--- src/rtl/sound_pkg.sv ---
// -----------------------------------------------------------------------------
// sound_pkg
// Shared types and helpers for the sound DDRAM path.
//   state_t  : byte-server FSM states
//   LANES    : bytes per 64-bit DDRAM word
//   lane_get : extract byte idx from a 64-bit line (byte 0 = bits [7:0])
//   lane_put : replace byte idx in a 64-bit line
// -----------------------------------------------------------------------------
package sound_pkg;

    localparam int unsigned LANES = 8;

    typedef enum logic [2:0] {
        IDLE,
        HIT,
        RD_CMD,
        RD_WAIT,
        WR_CMD
    } state_t;

    function automatic logic [7:0] lane_get(input logic [63:0] line,
                                            input logic [2:0]  idx);
        return line[idx*8 +: 8];
    endfunction

    function automatic logic [63:0] lane_put(input logic [63:0] line,
                                             input logic [2:0]  idx,
                                             input logic [7:0]  data);
        logic [63:0] r;
        r = line;
        r[idx*8 +: 8] = data;
        return r;
    endfunction

endpackage

--- src/rtl/ddram_byte_server.sv ---
// -----------------------------------------------------------------------------
// ddram_byte_server
// Serves single-byte read/write requests (wave player, WAV loader) from the
// 64-bit DDRAM port using burst-length-1 transactions, with a one-line
// (8-byte) read cache so sequential byte fetches cost one DDRAM read per word.
//
// Ports:
//   I_CLK, I_RSTn          clock (clk_sys), async active-low reset
//   I_ADDR, I_RD, I_WE,    byte request; strobes sampled only while O_READY=1,
//   I_DIN                  write wins if both strobes are set
//   I_INV                  invalidate the cached line
//   O_DOUT, O_READY        read byte / idle-complete flag
//   DDRAM_*                64-bit DDRAM command/data port
// -----------------------------------------------------------------------------
module ddram_byte_server
    import sound_pkg::*;
#(
    parameter logic [28:0] BASE_WORD = 29'h0600_0000,
    parameter int unsigned ADDR_W    = 28
) (
    input  logic              I_CLK,
    input  logic              I_RSTn,
    input  logic [ADDR_W-1:0] I_ADDR,
    input  logic              I_RD,
    input  logic              I_WE,
    input  logic [7:0]        I_DIN,
    input  logic              I_INV,
    output logic [7:0]        O_DOUT,
    output logic              O_READY,
    input  logic              DDRAM_BUSY,
    input  logic [63:0]       DDRAM_DOUT,
    input  logic              DDRAM_DOUT_READY,
    output logic [28:0]       DDRAM_ADDR,
    output logic [7:0]        DDRAM_BURSTCNT,
    output logic              DDRAM_RD,
    output logic              DDRAM_WE,
    output logic [63:0]       DDRAM_DIN,
    output logic [7:0]        DDRAM_BE
);

    localparam int unsigned TAG_W = ADDR_W - 3;

    state_t            state;
    logic [63:0]       line;
    logic [TAG_W-1:0]  tag;
    logic [TAG_W-1:0]  pend_tag;
    logic              valid;
    logic [2:0]        lane;

    logic [TAG_W-1:0]  req_word;
    logic [28:0]       req_ddr_addr;
    logic              req_hit;

    assign req_word       = I_ADDR[ADDR_W-1:3];
    assign req_ddr_addr   = BASE_WORD + 29'(req_word);
    assign req_hit        = valid && (tag == req_word);
    assign DDRAM_BURSTCNT = 8'd1;

    always_ff @(posedge I_CLK or negedge I_RSTn) begin
        if (!I_RSTn) begin
            state      <= IDLE;
            line       <= '0;
            tag        <= '0;
            pend_tag   <= '0;
            valid      <= 1'b0;
            lane       <= '0;
            O_DOUT     <= '0;
            O_READY    <= 1'b1;
            DDRAM_ADDR <= '0;
            DDRAM_RD   <= 1'b0;
            DDRAM_WE   <= 1'b0;
            DDRAM_DIN  <= '0;
            DDRAM_BE   <= '0;
        end else begin
            case (state)
                IDLE: begin
                    if (I_WE) begin
                        O_READY    <= 1'b0;
                        DDRAM_WE   <= 1'b1;
                        DDRAM_ADDR <= req_ddr_addr;
                        DDRAM_DIN  <= {LANES{I_DIN}};
                        DDRAM_BE   <= 8'd1 << I_ADDR[2:0];
                        // write-through keeps the cached line coherent
                        if (req_hit)
                            line <= lane_put(line, I_ADDR[2:0], I_DIN);
                        state <= WR_CMD;
                    end else if (I_RD) begin
                        O_READY  <= 1'b0;
                        lane     <= I_ADDR[2:0];
                        pend_tag <= req_word;
                        if (req_hit) begin
                            state <= HIT;
                        end else begin
                            DDRAM_RD   <= 1'b1;
                            DDRAM_ADDR <= req_ddr_addr;
                            state      <= RD_CMD;
                        end
                    end
                end

                HIT: begin
                    O_DOUT  <= lane_get(line, lane);
                    O_READY <= 1'b1;
                    state   <= IDLE;
                end

                RD_CMD: begin
                    if (!DDRAM_BUSY) begin
                        DDRAM_RD <= 1'b0;
                        state    <= RD_WAIT;
                    end
                end

                RD_WAIT: begin
                    if (DDRAM_DOUT_READY) begin
                        line    <= DDRAM_DOUT;
                        tag     <= pend_tag;
                        valid   <= 1'b1;
                        O_DOUT  <= lane_get(DDRAM_DOUT, lane);
                        O_READY <= 1'b1;
                        state   <= IDLE;
                    end
                end

                WR_CMD: begin
                    if (!DDRAM_BUSY) begin
                        DDRAM_WE <= 1'b0;
                        O_READY  <= 1'b1;
                        state    <= IDLE;
                    end
                end

                default: begin
                    O_READY  <= 1'b1;
                    DDRAM_RD <= 1'b0;
                    DDRAM_WE <= 1'b0;
                    state    <= IDLE;
                end
            endcase

            // placed last so it overrides a fill completing on the same edge
            if (I_INV)
                valid <= 1'b0;
        end
    end

endmodule

--- config.mk ---
export PLATFORM = sky130hd
export DESIGN_NAME = ddram_byte_server
export DESIGN_NICKNAME = d
export VERILOG_FILES = /design/src/rtl/sound_pkg.sv /design/src/rtl/ddram_byte_server.sv
export SDC_FILE = /design/constraint.sdc
export NUM_CORES = 1
export LEC_CHECK = 0
export CORE_MARGIN = 4
export CORE_UTILIZATION = 50
export CTS_CLUSTER_SIZE = 10
export DETAILED_ROUTE_END_ITERATION = 12
export PLACE_DENSITY_LB_ADDON = 0.3
export SYNTH_ARGS = -nofsm -noshare
export SYNTH_HDL_FRONTEND = slang
export SYNTH_SLANG_ARGS = --single-unit
--- constraint.sdc ---
create_clock -name I_CLK -period 3.35 [get_ports I_CLK]
set_clock_uncertainty 0.05 [all_clocks]
set_input_delay 0.5025 -clock I_CLK [delete_from_list [all_inputs] [get_ports I_CLK]]
set_output_delay 0.5025 -clock I_CLK [all_outputs]
set_load 0.005 [all_outputs]
Word level (Yosys, flattened, before mapping)
Cells that the tools add are included.
{"block": "word_totals", "reg_bits": 233, "input_bits": 107, "out_inout_bits": 120, "wordCells": 90}
{"block": "op_classes", "addsub": 2, "eq_ne": 15, "shift": 5, "muxes": 31, "n_bitwise": 4, "reduce_logical": 20}
{"operator": "two-way mux 64 bit", "n": 3}
{"operator": "case mux 64 bit (2 select lines)", "n": 1}
{"operator": "variable part select 64 x 7 -> 8 bit", "n": 2}
{"operator": "two-way mux 29 bit", "n": 3}
{"operator": "bitwise mux 64 bit", "n": 1}
{"operator": "variable shift 8 x 34 -> 64 bit (first input constant)", "n": 1}
{"operator": "variable part select 8 x 34 -> 64 bit", "n": 1}
{"operator": "negator 6 -> 34 bit", "n": 1}
{"operator": "adder 27 x 25 -> 28 bit (first input constant)", "n": 1}
{"operator": "== test 25 bit", "n": 1}
{"operator": "inequality test 2 bit (second input constant)", "n": 9}
{"operator": "case mux 8 bit (2 select lines)", "n": 1}
{"operator": "two-way mux 3 bit", "n": 5}
{"operator": "case mux 3 bit (4 select lines)", "n": 1}
{"operator": "AND reduction 4 bit", "n": 3}
{"operator": "two-way mux 1 bit", "n": 11}
{"operator": "nonzero test 2 bit", "n": 5}
{"operator": "AND reduction 3 bit", "n": 3}
{"operator": "two-way mux 8 bit", "n": 1}
{"operator": "AND reduction 2 bit", "n": 4}
{"operator": "<< shifter 1 x 3 -> 8 bit (first input constant)", "n": 1}
{"operator": "== test 3 x 2 -> 1 bit (second input constant)", "n": 2}
{"operator": "case mux 1 bit (3 select lines)", "n": 2}
{"operator": "OR reduction 3 bit", "n": 2}
{"operator": "9 further kinds", "n": 12}

Depth between registers and ports, before layout
Gate-level depths: netlist of run 1.
{"block": "depth", "word_depth": 6, "ltp_mapped": 9, "ltp_nobuf": 8}

Worst setup path before layout of run 1
Ideal clock, no wire load.
{"block": "synth_timing", "path_kind": "input -> register", "start": "input port I_ADDR[25]", "end": "register DDRAM_ADDR[10]", "setup_ns": 0.125, "arrival_time_ns": 2.494, "required_time_ns": 3.175, "path_slack_ns": 0.681, "stages": 8, "path_buffers": 2, "cell_sequence": "nand2b_1 -> o2111ai_1 -> or4_1 -> or3_1 -> buf_2 -> a31oi_4 -> buf_6 -> mux2_2"}
{"block": "synth_between", "elab_chain_len": 4}
{"element": "start, declared", "line_no": "ddram_byte_server.sv:23", "text": "input logic [ADDR_W-1:0] I_ADDR,"}
{"element": "== test 25 bit", "line_no": "ddram_byte_server.sv:56", "text": "assign req_hit = valid && (tag == req_word);"}
{"element": "logical AND 1 bit", "line_no": "ddram_byte_server.sv:56"}
{"element": "inequality test 2 bit (no line)"}
{"element": "AND reduction 3 bit (no line)"}
{"element": "end signal, assigned", "line_no": "ddram_byte_server.sv:80", "text": "DDRAM_ADDR <= req_ddr_addr;"}
{"element": "end signal, assigned", "line_no": "ddram_byte_server.sv:95", "text": "DDRAM_ADDR <= req_ddr_addr;"}
{"element": "end, declared", "line_no": "ddram_byte_server.sv:33", "text": "output logic [28:0] DDRAM_ADDR,"}
Every way passes these cells.
A chain may end at the register's enable or synchronous reset.

Worst setup path after layout of run 1
{"block": "layout_timing", "start": "input port I_ADDR[17]", "end": "register line[63]"}
{"block": "layout_between", "elab_chain_len": 4}
{"element": "== test 25 bit", "line_no": "ddram_byte_server.sv:56"}
{"element": "logical AND 1 bit", "line_no": "ddram_byte_server.sv:56"}
{"element": "inequality test 2 bit (no line)"}
{"element": "AND reduction 4 bit (no line)"}
{"element": "end signal, assigned", "line_no": "ddram_byte_server.sv:85", "text": "line <= lane_put(line, I_ADDR[2:0], I_DIN);"}
{"element": "end, declared", "line_no": "ddram_byte_server.sv:44", "text": "logic [63:0] line;"}
Every way passes these cells.

==> results by group, run 1 <==
Outcome
  – Status: finished, final reports clean

Synth
  – Async set or reset register ratio after synthesis: 1.000
  – Post-synthesis mux area share: 0.1944
  – Syn Std Cell Area: 0.009164 mm2
  – Syn Inst Count: 810
  – Synthesized area per cell: 11.31 um2
  – Combinational family with the most area after synthesis: multiplexers
  – Synth Register Bits: 174
  – Post-synth EDFFs: 0
  – Share of the synthesized area in the top cell type: 0.4724
  – Seq/Total Area, Yosys: 0.4753
  – Compound-Gate Fraction of Synth Area: 0.1029
  – Adder-Cell Fraction of Synth Area: 0.008192
  – Synth Area in Simple Gates: 0.1187
  – Post-synth cell types: 50
  – Main flop type after synthesis: dfrtp_1
  – Xor/xnor share of the synthesized area: 0.01720
  – Top area cells in the synthesized netlist: dfrtp_1, mux2_2, mux4_2
  – Synth warn: 0
  – Leading area contributor after synthesis: dfrtp_1

Placed design
  – Final HPWL DP: 18.54 mm
  – Global placer's final weighted congestion: 0.8580
  – PortBufs: 216
  – Post-placement cell count: 1,193
  – Worst Setup Slack post-DPL: -0.06827 ns

Drt
  – DR vias/cell: 5.779
  – Via Count: 7,073
  – DRT iter0 DRCs: 605
  – WL final: 25.09 mm
  – TritonRoute pass-1 iters: 5
  – Wirelength per Cell: 20.50 um
  – Routed Antenna Nets: 0
  – Residual DRC: 0

Clocking
  – Htree depth: 4
  – CTS Sinks: 174
  – Post-CTS setup buffer count: 0
  – Root Buffer: clkbuf_16
  – Post_cts resized: 0
  – CTS tree: done
  – Worst-path clk slew: 0.07 ns
  – Hold_buf cts: 0
  – Total CTS buffers: 17
  – Max clock buf depth: 2
  – Worst-Skew Late Latency: 0.43 ns

Die
  – I/O Pins: 227
  – Die Ht: 143.4 um
  – Std-Cell Rows: 49
  – Die W: 143.4 um
  – Die ar.: 0.02056 mm2
  – Initial core utilization: 0.5084
  – Core area: 0.01802 mm2

GRT
  – Antenna violations before repair: 0
  – Vias in the first global route: 7,039
  – Global-route wire length before repair: 38.90 mm
  – Overall routing resource usage: 0.2459
  – Grt ovf: 0
  – Largest net degree at the start of global routing: 96

Worst setup path
  – Crit end category: flop
  – Setup CP Type: in2reg
  – Worst Path Max Fanout: 10
  – Startpoint types: primary input
  – Reg2reg path depth: 7
  – Critical path required time: 3.61 ns
  – Data arrival, critical path: 3.27 ns

Timing
  – Unrepaired setup endpoints after global routing: no
  – Final Hold Viols: 0
  – Final Max Tran Viols: 0
  – Slew HR: 0.2747
  – Crit path time final: 3.011 ns
  – Setup TNS Final: 0 ns
  – Period utilization: 0.8989
  – # setup viols final: 0
  – Worst-margin pin slew: 1.088 ns
  – Hold slack: 0.1054 ns
  – Fmax: 0.3321 GHz
  – Setup ws final: 0.3387 ns

Min path
  – Worst min path class: in2async

Final layout
  – Non-Filler Instances: 1,224
  – ANT cells: 0
  – Most common cell after layout, fill and taps aside: clkdlybuf4s50_1
  – Area growth, synth to finish: 29.33%
  – Post-layout util: 0.6575
  – Layout cell share with drive strength beyond 1: 0.1839
  – Commonest non-fill, non-tap cells in the layout: clkdlybuf4s50_1, dfrtp_1, nand2_1
  – Final #Nets: 1,096

Pwr
  – Leakage: 5.252 nW
  – Pwr per Cell Area: 775.9 mW/mm2
  – Worst vdd ir: 0.4566 mV

Run
  – Max Cap Viol: 0
-- stage by stage --
step	power, mW	area (um2)
finish	9.195	11850
global route	9.738	11850
CTS	9.269	11850
detailed placement	7.322	11280
global placement	7.193	11280
floorplan	5.747	9194
-- path summary, 6_finish.rpt --
path,from,end,slack [ns]
hold reg to reg,pend_tag[17]$_DFFE_PN0P_,tag[17]$_DFFE_PN0P_,0.41
setup / recovery,I_ADDR[17],line[63]$_DFFE_PN0P_,0.34
min in group I_CLK,pend_tag[17]$_DFFE_PN0P_,tag[17]$_DFFE_PN0P_,0.41
max in group asynchronous,I_RSTn,O_DOUT[7]$_DFFE_PN0P_,2.28
setup reg to reg,tag[4]$_DFFE_PN0P_,line[63]$_DFFE_PN0P_,0.53
hold / removal,I_RSTn,DDRAM_ADDR[8]$_DFFE_PN0P_,0.11
-- metal layers --
metal  global-route usage  vias to the layer above  wire length (um)
li1                     -                     3169                 -
met1               0.3241                     3480              9931
met2               0.4051                      382             12340
met3              0.05824                       42              2311
met4              0.07879                        0               506
met5                    0                        -                 0
-- cell usage after synthesis, drive strengths merged (7+ instances only) --
cell,instances
a221o,32
nor2,19
dfrtp,173
o22ai,7
nor3,21
clkbuf,29
buf,83
mux4,32
a21oi,7
nand2,141
mux2i,16
mux2,80
a22o,20
and2,21
xor2,14
o21ai,26
nand3,8
inv,10
-- sequential cells by signal, summed over array words and instances, names as in the netlist --
name and cells:
DDRAM_ADDR 26, DDRAM_BE 8, DDRAM_DIN 8, DDRAM_RD 1, DDRAM_WE 1, O_DOUT 8, O_READY 1, lane 3
line 64, pend_tag 25, state 3, tag 25, valid 1
-- critical path, stage by stage --
cell             delay, ns
clkdlybuf4s50_1       0.52
nand2b_1              0.13
o2111ai_1             0.10
or4_1                 0.55
or3_1                 0.52
buf_4                 0.25
o21ai_2               0.31
mux2_2                0.38
-- cell families after synthesis --
kind of cell	after synthesis
adders and majority gates	6
AOI/OAI and AO/OA	118
xor gates and xnor gates	18
DFF	174
buffers and inverters	122
muxes	128
other	2
and+or+nand+nor	242
-- power by group --
group          switching [mW]  leakage (nW)  internal (mW)  total, mW
Clock                   0.858         0.269           1.07       1.92
Combinational            1.40          2.76           2.30       3.71
Sequential              0.632          2.23           2.93       3.56
Total                    2.89          5.25           6.30       9.20
-- cell type report --
class | count | area, um2
Clock buffer | 20 | 456.7
Clock inverter | 11 | 110.1
Fill cell | 1454 | 6173
Inverter | 10 | 37.54
Multi-Input combinational cell | 522 | 4089
Sequential cell | 174 | 4355
Tap cell | 229 | 286.5
Timing Repair Buffer | 258 | 2516
Note: power is estimated with default switching activity, not from simulation.
==> inputs of run 2 (changes only) <==
--- a/config.mk
+++ b/config.mk
@@ -9,6 +9,7 @@
 export CORE_UTILIZATION = 50
 export CTS_CLUSTER_SIZE = 10
 export DETAILED_ROUTE_END_ITERATION = 12
+export HOLD_SLACK_MARGIN = 0.08
 export PLACE_DENSITY_LB_ADDON = 0.3
 export SYNTH_ARGS = -nofsm -noshare
 export SYNTH_HDL_FRONTEND = slang
==> results of run 2 <==
No change in the layout: final DEF, timing and power equal those of run 1.
